### config.mk
export PLATFORM = sky130hd
export DESIGN_NAME = biriscv_fetch_linebuf
export DESIGN_NICKNAME = d
export VERILOG_FILES = /design/src/rtl/biriscv_fetch_linebuf.sv
export SDC_FILE = /design/constraint.sdc
export NUM_CORES = 1
export LEC_CHECK = 0
export BUFFER_PORTS_ARGS = -buffer_cell sky130_fd_sc_hd__buf_2
export CAP_MARGIN = 20
export CORE_MARGIN = 2
export CORE_UTILIZATION = 30
export CTS_CLUSTER_DIAMETER = 80
export DETAILED_ROUTE_END_ITERATION = 12
export PLACE_DENSITY = 0.53
export RECOVER_POWER = 25
export SLEW_MARGIN = 25
export SYNTH_ARGS = -nofsm -noshare
export SYNTH_HDL_FRONTEND = slang
export SYNTH_SLANG_ARGS = --single-unit
export TNS_END_PERCENT = 30
### constraint.sdc
create_clock -name clk_i -period 10.1 [get_ports clk_i]
set_input_delay 2.02 -clock clk_i [delete_from_list [all_inputs] [get_ports clk_i]]
set_output_delay 2.02 -clock clk_i [all_outputs]
set_load 0.05 [all_outputs]
### src/rtl/biriscv_fetch_linebuf.sv
// Direct-mapped 64-bit instruction line buffer in front of the fetch unit's icache port.
// Hits answer one cycle after accept; misses fetch one line over a single-outstanding read port.
module biriscv_fetch_linebuf #(
  parameter int NUM_LINES   = 4,
  parameter int NUM_LINES_W = 2
) (
  input  logic        clk_i,
  input  logic        rst_i,
  input  logic        icache_rd_i,
  input  logic        icache_flush_i,
  input  logic        icache_invalidate_i,
  input  logic [31:0] icache_pc_i,
  input  logic [1:0]  icache_priv_i,
  output logic        icache_accept_o,
  output logic        icache_valid_o,
  output logic        icache_error_o,
  output logic [63:0] icache_inst_o,
  output logic        icache_page_fault_o,
  output logic        mem_rd_o,
  output logic [31:0] mem_addr_o,
  input  logic        mem_accept_i,
  input  logic        mem_valid_i,
  input  logic        mem_error_i,
  input  logic [63:0] mem_data_i,
  output logic [31:0] hit_count_o,
  output logic [31:0] miss_count_o
);

  localparam int TAG_W = 32 - 3 - NUM_LINES_W;

  typedef enum logic [1:0] {
    IDLE      = 2'd0,
    LOOKUP    = 2'd1,
    MISS_REQ  = 2'd2,
    MISS_WAIT = 2'd3
  } state_t;

  function automatic logic [31:0] sat_inc(input logic [31:0] v);
    return (v == 32'hFFFF_FFFF) ? v : v + 32'd1;
  endfunction

  state_t                 state_q;
  logic [31:0]            pc_p1;
  logic [1:0]             priv_p1;
  logic                   drop_fill_q;
  logic [NUM_LINES-1:0]   valid_q;
  logic [TAG_W-1:0]       tag_q  [NUM_LINES];
  logic [63:0]            data_q [NUM_LINES];
  logic [31:0]            hit_cnt_q;
  logic [31:0]            miss_cnt_q;

  logic                   flush_any;
  logic [NUM_LINES_W-1:0] idx;
  logic [TAG_W-1:0]       pc_tag;
  logic                   hit;
  logic                   fill;
  logic                   take;
  logic                   line_wr;
  logic                   unused_ok;

  assign flush_any = icache_flush_i | icache_invalidate_i;
  assign idx       = pc_p1[3 +: NUM_LINES_W];
  assign pc_tag    = pc_p1[31:3+NUM_LINES_W];
  assign hit       = (state_q == LOOKUP) && valid_q[idx] && (tag_q[idx] == pc_tag);
  assign fill      = mem_valid_i &&
                     ((state_q == MISS_WAIT) || ((state_q == MISS_REQ) && mem_accept_i));
  assign take      = icache_rd_i && icache_accept_o;
  // A flush anywhere between the miss and its fill (including this cycle) blocks allocation.
  assign line_wr   = fill && !mem_error_i && !drop_fill_q && !flush_any;

  assign icache_accept_o     = !flush_any && ((state_q == IDLE) || hit);
  assign icache_valid_o      = hit || fill;
  assign icache_error_o      = fill && mem_error_i;
  assign icache_inst_o       = fill ? mem_data_i : (hit ? data_q[idx] : 64'd0);
  assign icache_page_fault_o = 1'b0;
  assign mem_rd_o            = (state_q == MISS_REQ);
  assign mem_addr_o          = {pc_p1[31:3], 3'b000};
  assign hit_count_o         = hit_cnt_q;
  assign miss_count_o        = miss_cnt_q;

  assign unused_ok = ^{icache_pc_i[2:0], pc_p1[2:0], priv_p1};

  // Lookup stage: request capture, line state and the miss sequencer
  always_ff @(posedge clk_i or posedge rst_i) begin
    if (rst_i) begin
      state_q     <= IDLE;
      pc_p1       <= 32'd0;
      priv_p1     <= 2'd0;
      drop_fill_q <= 1'b0;
      valid_q     <= '0;
      hit_cnt_q   <= 32'd0;
      miss_cnt_q  <= 32'd0;
    end else begin
      if (take) begin
        pc_p1   <= icache_pc_i;
        priv_p1 <= icache_priv_i;
      end

      case (state_q)
        IDLE: begin
          if (take) state_q <= LOOKUP;
        end
        LOOKUP: begin
          if (hit) begin
            hit_cnt_q <= sat_inc(hit_cnt_q);
            state_q   <= take ? LOOKUP : IDLE;
          end else begin
            miss_cnt_q  <= sat_inc(miss_cnt_q);
            drop_fill_q <= flush_any;
            state_q     <= MISS_REQ;
          end
        end
        MISS_REQ: begin
          if (flush_any) drop_fill_q <= 1'b1;
          if (mem_accept_i) state_q <= mem_valid_i ? IDLE : MISS_WAIT;
        end
        MISS_WAIT: begin
          if (flush_any) drop_fill_q <= 1'b1;
          if (mem_valid_i) state_q <= IDLE;
        end
        default: state_q <= IDLE;
      endcase

      if (flush_any)
        valid_q <= '0;
      else if (line_wr)
        valid_q[idx] <= 1'b1;
    end
  end

  // Fill stage: tag and data arrays carry no reset, the valid bits qualify them
  always_ff @(posedge clk_i) begin
    if (line_wr) begin
      tag_q[idx]  <= pc_tag;
      data_q[idx] <= mem_data_i;
    end
  end

endmodule

==> impl_metrics.ini, run 1 <==
[worst_setup_path]
r2r_cells = 10
worst_ep_arrival_time_ps = 5670
crit_path_cell_trace = buf_4 > mux4_2 > a22oi_1 > nand4_1 > a2111oi_2 > nand4_2 > nor2_4 > buf_4 > a22o_1 > buf_2
startpoint_type = register
r2r-start = pc_p1[3]
r2r_end = pc_p1[26]
cp-end-kind = primary output
crit_slowest_cell = dfrtp_4
path_buf_inv = 3
r2r_setup_slack_ps = 5170
critPathMaxFanout = 42
worst_path_most_repeated_cell = buf_4
cpPeakStageDelay_ps = 880
required_ps = 8080
crit_family = buffers and inverters
crit_type = reg2out

[sta]
final-setup-viol-count = 0
hold_viol = 0
maxSlewHeadroom_pct = 30.9
finalCritPeriodShare_pct = 76.1
tns_ps = 0
fmax_mhz = 130
rsz0062_at_grt = false
finalClockSkew_ps = 23.6
period_needed_ps = 7690
worstMarginPinSlew_ps = 1040
finalMaxSlewViolations = 0

[grt]
overflow = 0
grt_pass1_vias = 11200
grt_pass1_wl_microns = 69600
grt_max_degree = 65
antenna_found_initial = 0
grt_usage_pct = 13.8

[yosys]
synth_edf_count = 364
async_reset_ff_share_pct = 21.6
synth_ff_type = edfxtp_1
syn_avg_cell_area_sq_um = 18.1
ys_seq_area_share_pct = 70.9
ys_warn_count = 0
synth-seq-cells = 464
yosys.cell_types.count = 58
syn_inst = 1050
syn_area_sq_um = 19000

[clocking]
clkTransAtPathRegs_ps = 60
holdBufCountCts = 0
cts_tree = yes
clock-root-buffer = clkbuf_16
cts.sinks = 464
post_cts_buffers = 0
clock_latency_ps = 590
cts_resized = 0
htree_levels = 2
cts_buffers = 54
cts_buffer_depth = 3

[die]
die_y_microns = 255
dieArea_sq_um = 65200
start_util_pct = 30.2
rows = 92
die_w_microns = 255
core_sq_um = 62700
ioPinCount = 271

[finish]
final_cell_mix = 364 x edfxtp_1, 216 x buf_2, 98 x dfrtp_1, 85 x mux4_2, 64 x a22o_1
final_common_cell = edfxtp_1
utilization_pct = 36.6
syn2layout_area_growth_pct = 21.1
nets = 1443
antenna_cells = 0
drive_gt1_share_pct = 33.0

[placement]
globalplace.congestion = 0.746
io_buffers = 261
dp_hpwl_microns = 27800

[route]
vias = 10600
drc_errors = 0
first_pass_iters = 5
antenna_left = 0
routed_wl_microns = 45100
drt_iter0_markers = 650
wl_per_cell_microns = 20.2
vias_per_cell = 4.74

[power]
report.power.total_mw = 5.77
p_leak_nw = 8.55
peakVddDrop_mv = 0.289
power_density_nw_per_um2 = 251

[run]
maxCapViolCount = 0

[hold_path]
min_path_type = reg2reg
hold-path-cell-count = 1
hp-start = valid_q[2]
hold_end = valid_q[2]

[run_status]
status = completed
worst max-delay path by stage:
stage / startpoint / to / slack, ps / depth (start not counted)
floorplan: icache_invalidate_i / data_q[0][0] / 690 / 3
global placement: pc_p1[3] / icache_inst_o[15] / 2900 / 10
detailed placement: pc_p1[3] / icache_inst_o[15] / 2810 / 10
CTS: pc_p1[3] / icache_inst_o[15] / 2120 / 10
global route: pc_p1[3] / icache_inst_o[15] / 1890 / 10
finish: pc_p1[3] / icache_inst_o[17] / 2410 / 10
worst register-to-register path, delay by kind of cell (launching register included):
kind / cells / cell delay, ps
muxes: 2 / 960
AOI/OAI and AO/OA: 3 / 680
and+or+nand+nor: 3 / 1350
DFF: 1 / 880
buffers and inverters: 2 / 930
through the flow:
| step | cells | worst slack, ps | hold WS (ps) | area (sq um) |
|---|---|---|---|---|
| 2_1_floorplan | 1053 | 694 | 444 | 19000 |
| 6_report | 2226 | 2410 | 478 | 23000 |
| 3_5_place_dp | 2125 | 2810 | 463 | 21200 |
| 3_3_place_gp | 2125 | 2900 | 453 | 21200 |
| 4_1_cts | 2226 | 2120 | 476 | 23000 |
| 5_1_grt | 2226 | 1890 | 483 | 23000 |
synthesized netlist by cell type, types with 3 or more instances:
cell type,n,share of area [%]
nor2_1,19,0.38
mux2i_1,20,1.1
clkbuf_1,25,0.50
xnor2_1,40,1.8
and2_1,6,0.20
nor3_1,24,0.63
a31oi_1,3,0.099
a21o_1,4,0.16
a21oi_1,8,0.21
mux4_2,85,10
o2111ai_1,3,0.14
buf_1,10,0.20
nor4b_1,3,0.14
o211ai_1,6,0.24
nand3_1,29,0.77
buf_4,4,0.16
edfxtp_1,364,58
and4_1,9,0.42
buf_2,5,0.13
xor2_1,38,1.8
a22o_1,64,3.0
dfrtp_1,100,13
and3_1,13,0.43
or4_4,4,0.24
mux2_2,35,2.1
nor4_1,8,0.26
nand2b_1,4,0.13
nand2_1,39,0.77
nor3b_1,3,0.12
nand4_1,9,0.30
inv_1,16,0.32
o21ai_0,8,0.21
buf_6,6,0.36
nor2b_1,3,0.099
power breakdown:
| part | switching [mW] | internal (mW) | total (mW) |
|---|---|---|---|
| logic | 0.823 | 0.561 | 1.38 |
| registers | 0.249 | 2.20 | 2.45 |
| clock network | 0.787 | 1.15 | 1.94 |
registers in the layout (all words and copies together), names as in the netlist:
signal,flops
state_q,2
miss_count_o,32
tag_q,108
drop_fill_q,1
data_q,256
hit_count_o,32
valid_q,4
pc_p1,29
logic make-up after synthesis:
logic type / Yosys count / share of synthesized area, %
fa+ha+maj: 2 / 0.132
mux: 141 / 13.3
xor+xnor: 79 / 3.69
compound gates: 112 / 4.80
simple gates: 183 / 5.31
buf+inv: 68 / 1.87
other cells: 1 / 0.0198
flops: 464 / 70.9
final cells by class:
type / count / area (sq um)
Sequential cell: 464 / 13400
Clock buffer: 68 / 1490
Tap cell: 846 / 1060
Clock inverter: 33 / 307
Timing Repair Buffer: 278 / 1380
Multi-Input combinational cell: 521 / 5230
Inverter: 16 / 62.6
Fill cell: 5975 / 39800
metal layers:
| layer | vias to the layer above | part of all wire [%] | GRT usage, % |
|---|---|---|---|
| met5 | - | 0 | 0 |
| met4 | 0 | 2.2 | 4.33 |
| met3 | 67 | 5.1 | 2.89 |
| met2 | 248 | 49 | 23.1 |
| met1 | 5462 | 44 | 17.9 |
| li1 | 4774 | - | - |
No activity file was read; power rests on OpenSTA's default activity.
==> run 2, diff against run 1 <==
--- a/config.mk
+++ b/config.mk
@@ -5,6 +5,7 @@
 export SDC_FILE = /design/constraint.sdc
 export NUM_CORES = 1
 export LEC_CHECK = 0
+export ABC_AREA = 1
 export BUFFER_PORTS_ARGS = -buffer_cell sky130_fd_sc_hd__buf_2
 export CAP_MARGIN = 20
 export CORE_MARGIN = 2
==> constraint.sdc (replaced) <==
create_clock -name clk_i -period 7.1 [get_ports clk_i]
set_input_delay 1.42 -clock clk_i [delete_from_list [all_inputs] [get_ports clk_i]]
set_output_delay 1.42 -clock clk_i [all_outputs]
set_load 0.05 [all_outputs]
==> run 2 against run 1 <==
Compared with the run above:
- hold slack better by 14 ps
- clock power up 44%
- die area up 7.2%
- clock skew down 5.5 ps
- non-clock buffer count up 4
- final cell count up 45%
- clock-buffer cell count down 4
- register-to-register slack worse by 2400 ps
- area after synthesis up 7.3%
- final area up 6.0%
- critical path depth up 3
- global-route usage up 2.5 points
- largest power group unchanged
==> impl_metrics.ini, run 2 <==
[sta]
hold_viol = 0
finalClockSkew_ps = 18.2
rsz0062_at_grt = false
finalCritPeriodShare_pct = 81.0
final-setup-viol-count = 0
tns_ps = 0
finalMaxSlewViolations = 0
maxSlewHeadroom_pct = 32.5
period_needed_ps = 5750
fmax_mhz = 174
worstMarginPinSlew_ps = 1010

[yosys]
yosys.cell_types.count = 31
syn_inst = 2048
synth_edf_count = 364
synth-seq-cells = 464
synthMuxAreaShare_pct = 0
syn_avg_cell_area_sq_um = 9.93
synth_ff_type = edfxtp_1
ys_seq_area_share_pct = 66.1
synthAdderAreaFrac_pct = 0.123
synth_top_family_by_area = simple AND/OR/NAND/NOR gates
post-synth-top-area-cell = edfxtp_1
synth_compound_area_share_pct = 3.19
synthSimpleGateAreaFrac_pct = 24.5
synthTopCellsByArea = edfxtp_1 54%, nand2_1 17%, dfrtp_1 12%, nand4_1 2.5%, o21ai_0 2.3%
synth_most_common_cell = nand2_1
syn_area_sq_um = 20300
ys_warn_count = 0
synth_xor_area_share_pct = 2.28
netlist.area_leader.share_pct = 53.8
async_reset_ff_share_pct = 21.6
netlist_top_cells_count = 897 x nand2_1, 364 x edfxtp_1, 122 x nor2_1, 100 x dfrtp_1, 95 x o21ai_0

[clocking]
cts_buffer_depth = 3
clock-root-buffer = clkbuf_16
cts.sinks = 464
cts_buffers = 53
cts_tree = yes
cts_resized = 0
clock_latency_ps = 600
holdBufCountCts = 0
htree_levels = 2
post_cts_buffers = 0
clkTransAtPathRegs_ps = 60

[power]
peakVddDrop_mv = 0.232
power_density_nw_per_um2 = 365
p_leak_nw = 9.85
report.power.total_mw = 8.88

[worst_setup_path]
startpoint_type = register
required_ps = 5680
crit_type = reg2out
crit_slowest_cell = a21boi_0
worst_path_most_repeated_cell = nor2_1
cp-end-kind = primary output
critPathMaxFanout = 67
path_buf_inv = 3
crit_path_cell_trace = buf_4 > nand2_1 > nor2_1 > a21oi_1 > nand3_1 > nand2_1 > nor2_1 > nand3_1 > nor2_1 > nand2_2 > buf_4 > a21boi_0 > buf_2
crit_family = buffers and inverters
worst_ep_arrival_time_ps = 4330
cpPeakStageDelay_ps = 750

[route]
drt_iter0_markers = 923
vias_per_cell = 4.74
first_pass_iters = 5
vias = 15300
routed_wl_microns = 57800
drc_errors = 0
wl_per_cell_microns = 17.9
antenna_left = 0

[grt]
grt_usage_pct = 16.3
grt_pass1_vias = 15100
grt_pass1_wl_microns = 88800
grt_max_degree = 72
overflow = 0
antenna_found_initial = 5

[die]
core_sq_um = 67200
rows = 95
ioPinCount = 271
start_util_pct = 30.3
die_y_microns = 264
dieArea_sq_um = 69900
die_w_microns = 264

[finish]
drive_gt1_share_pct = 14.7
final_common_cell = nand2_1
syn2layout_area_growth_pct = 19.7
largest_reg_flops = 256
antenna_cells = 0
nets = 2412
top_register = data_q
top_regs = data_q: 256 flops, tag_q: 108 flops
final_cell_mix = 896 x nand2_1, 364 x edfxtp_1, 218 x buf_2, 116 x nor2_1, 99 x dfrtp_1

[placement]
globalplace.congestion = 0.913
io_buffers = 261
dp_hpwl_microns = 35200

[run]
maxCapViolCount = 0

[hold_path]
min_path_type = reg2reg

[run_status]
status = completed
run 2: layout make-up:
cell class	count	area [sq um]
Clock buffer	64	1400
Clock inverter	36	403
Fill cell	6810	42800
Inverter	97	372
Multi-Input combinational cell	1406	6200
Sequential cell	464	13400
Tap cell	873	1090
Timing Repair Buffer	282	1440
run 2: power breakdown:
| group | total, mW | leakage, nW | switching, mW | internal, mW |
|---|---|---|---|---|
| clock | 2.79 | 0.862 | 1.15 | 1.64 |
| sequential | 3.33 | 4.56 | 0.190 | 3.14 |
| combinational | 2.76 | 4.43 | 2.09 | 0.672 |
run 2: per-stage QoR:
stage	utilization (%)	hold WS, ps	cells	setup WS [ps]	area (sq um)
2_1_floorplan	-	453	2051	651	20300
3_3_place_gp	33.6	473	3122	1810	22600
3_5_place_dp	33.6	478	3122	1900	22600
4_1_cts	36.3	495	3222	1250	24400
5_1_grt	36.2	517	3222	1040	24300
6_report	36.2	492	3222	1350	24300
run 2: per-layer routing:
metal / track usage, % / up-vias / share of wire (%)
met5: 0 / - / 0.11
met4: 4.05 / 10 / 1.9
met3: 3.20 / 87 / 5.9
met2: 27.9 / 413 / 49
met1: 21.2 / 7424 / 43
li1: - / 7344 / -
run 2: cells by family after synthesis:
| logic type | after synthesis |
|---|---|
| other cells | 1 |
| flops | 464 |
| simple gates | 1218 |
| xor+xnor | 53 |
| fa+ha+maj | 2 |
| compound gates | 129 |
| buf+inv | 181 |
run 2: worst min-delay path, cell delays in order, from the launching register on:
cell and delay, ps:
dfrtp_1 340, nand2_1 50, o21ai_0 60
run 2: path summary, 6_finish.rpt:
kind | end | slack, ps | depth (start not counted) | startpoint
setup / recovery | icache_accept_o | 1350 | 13 | pc_p1[3]
hold / removal | valid_q[3] | 490 | 2 | valid_q[3]
setup reg to reg | pc_p1[8] | 2750 | 16 | pc_p1[3]
hold reg to reg | valid_q[3] | 490 | 2 | valid_q[3]
max in group asynchronous | miss_count_o[2] | 5200 | 3 | rst_i
min in group asynchronous | hit_count_o[1] | 820 | 2 | rst_i
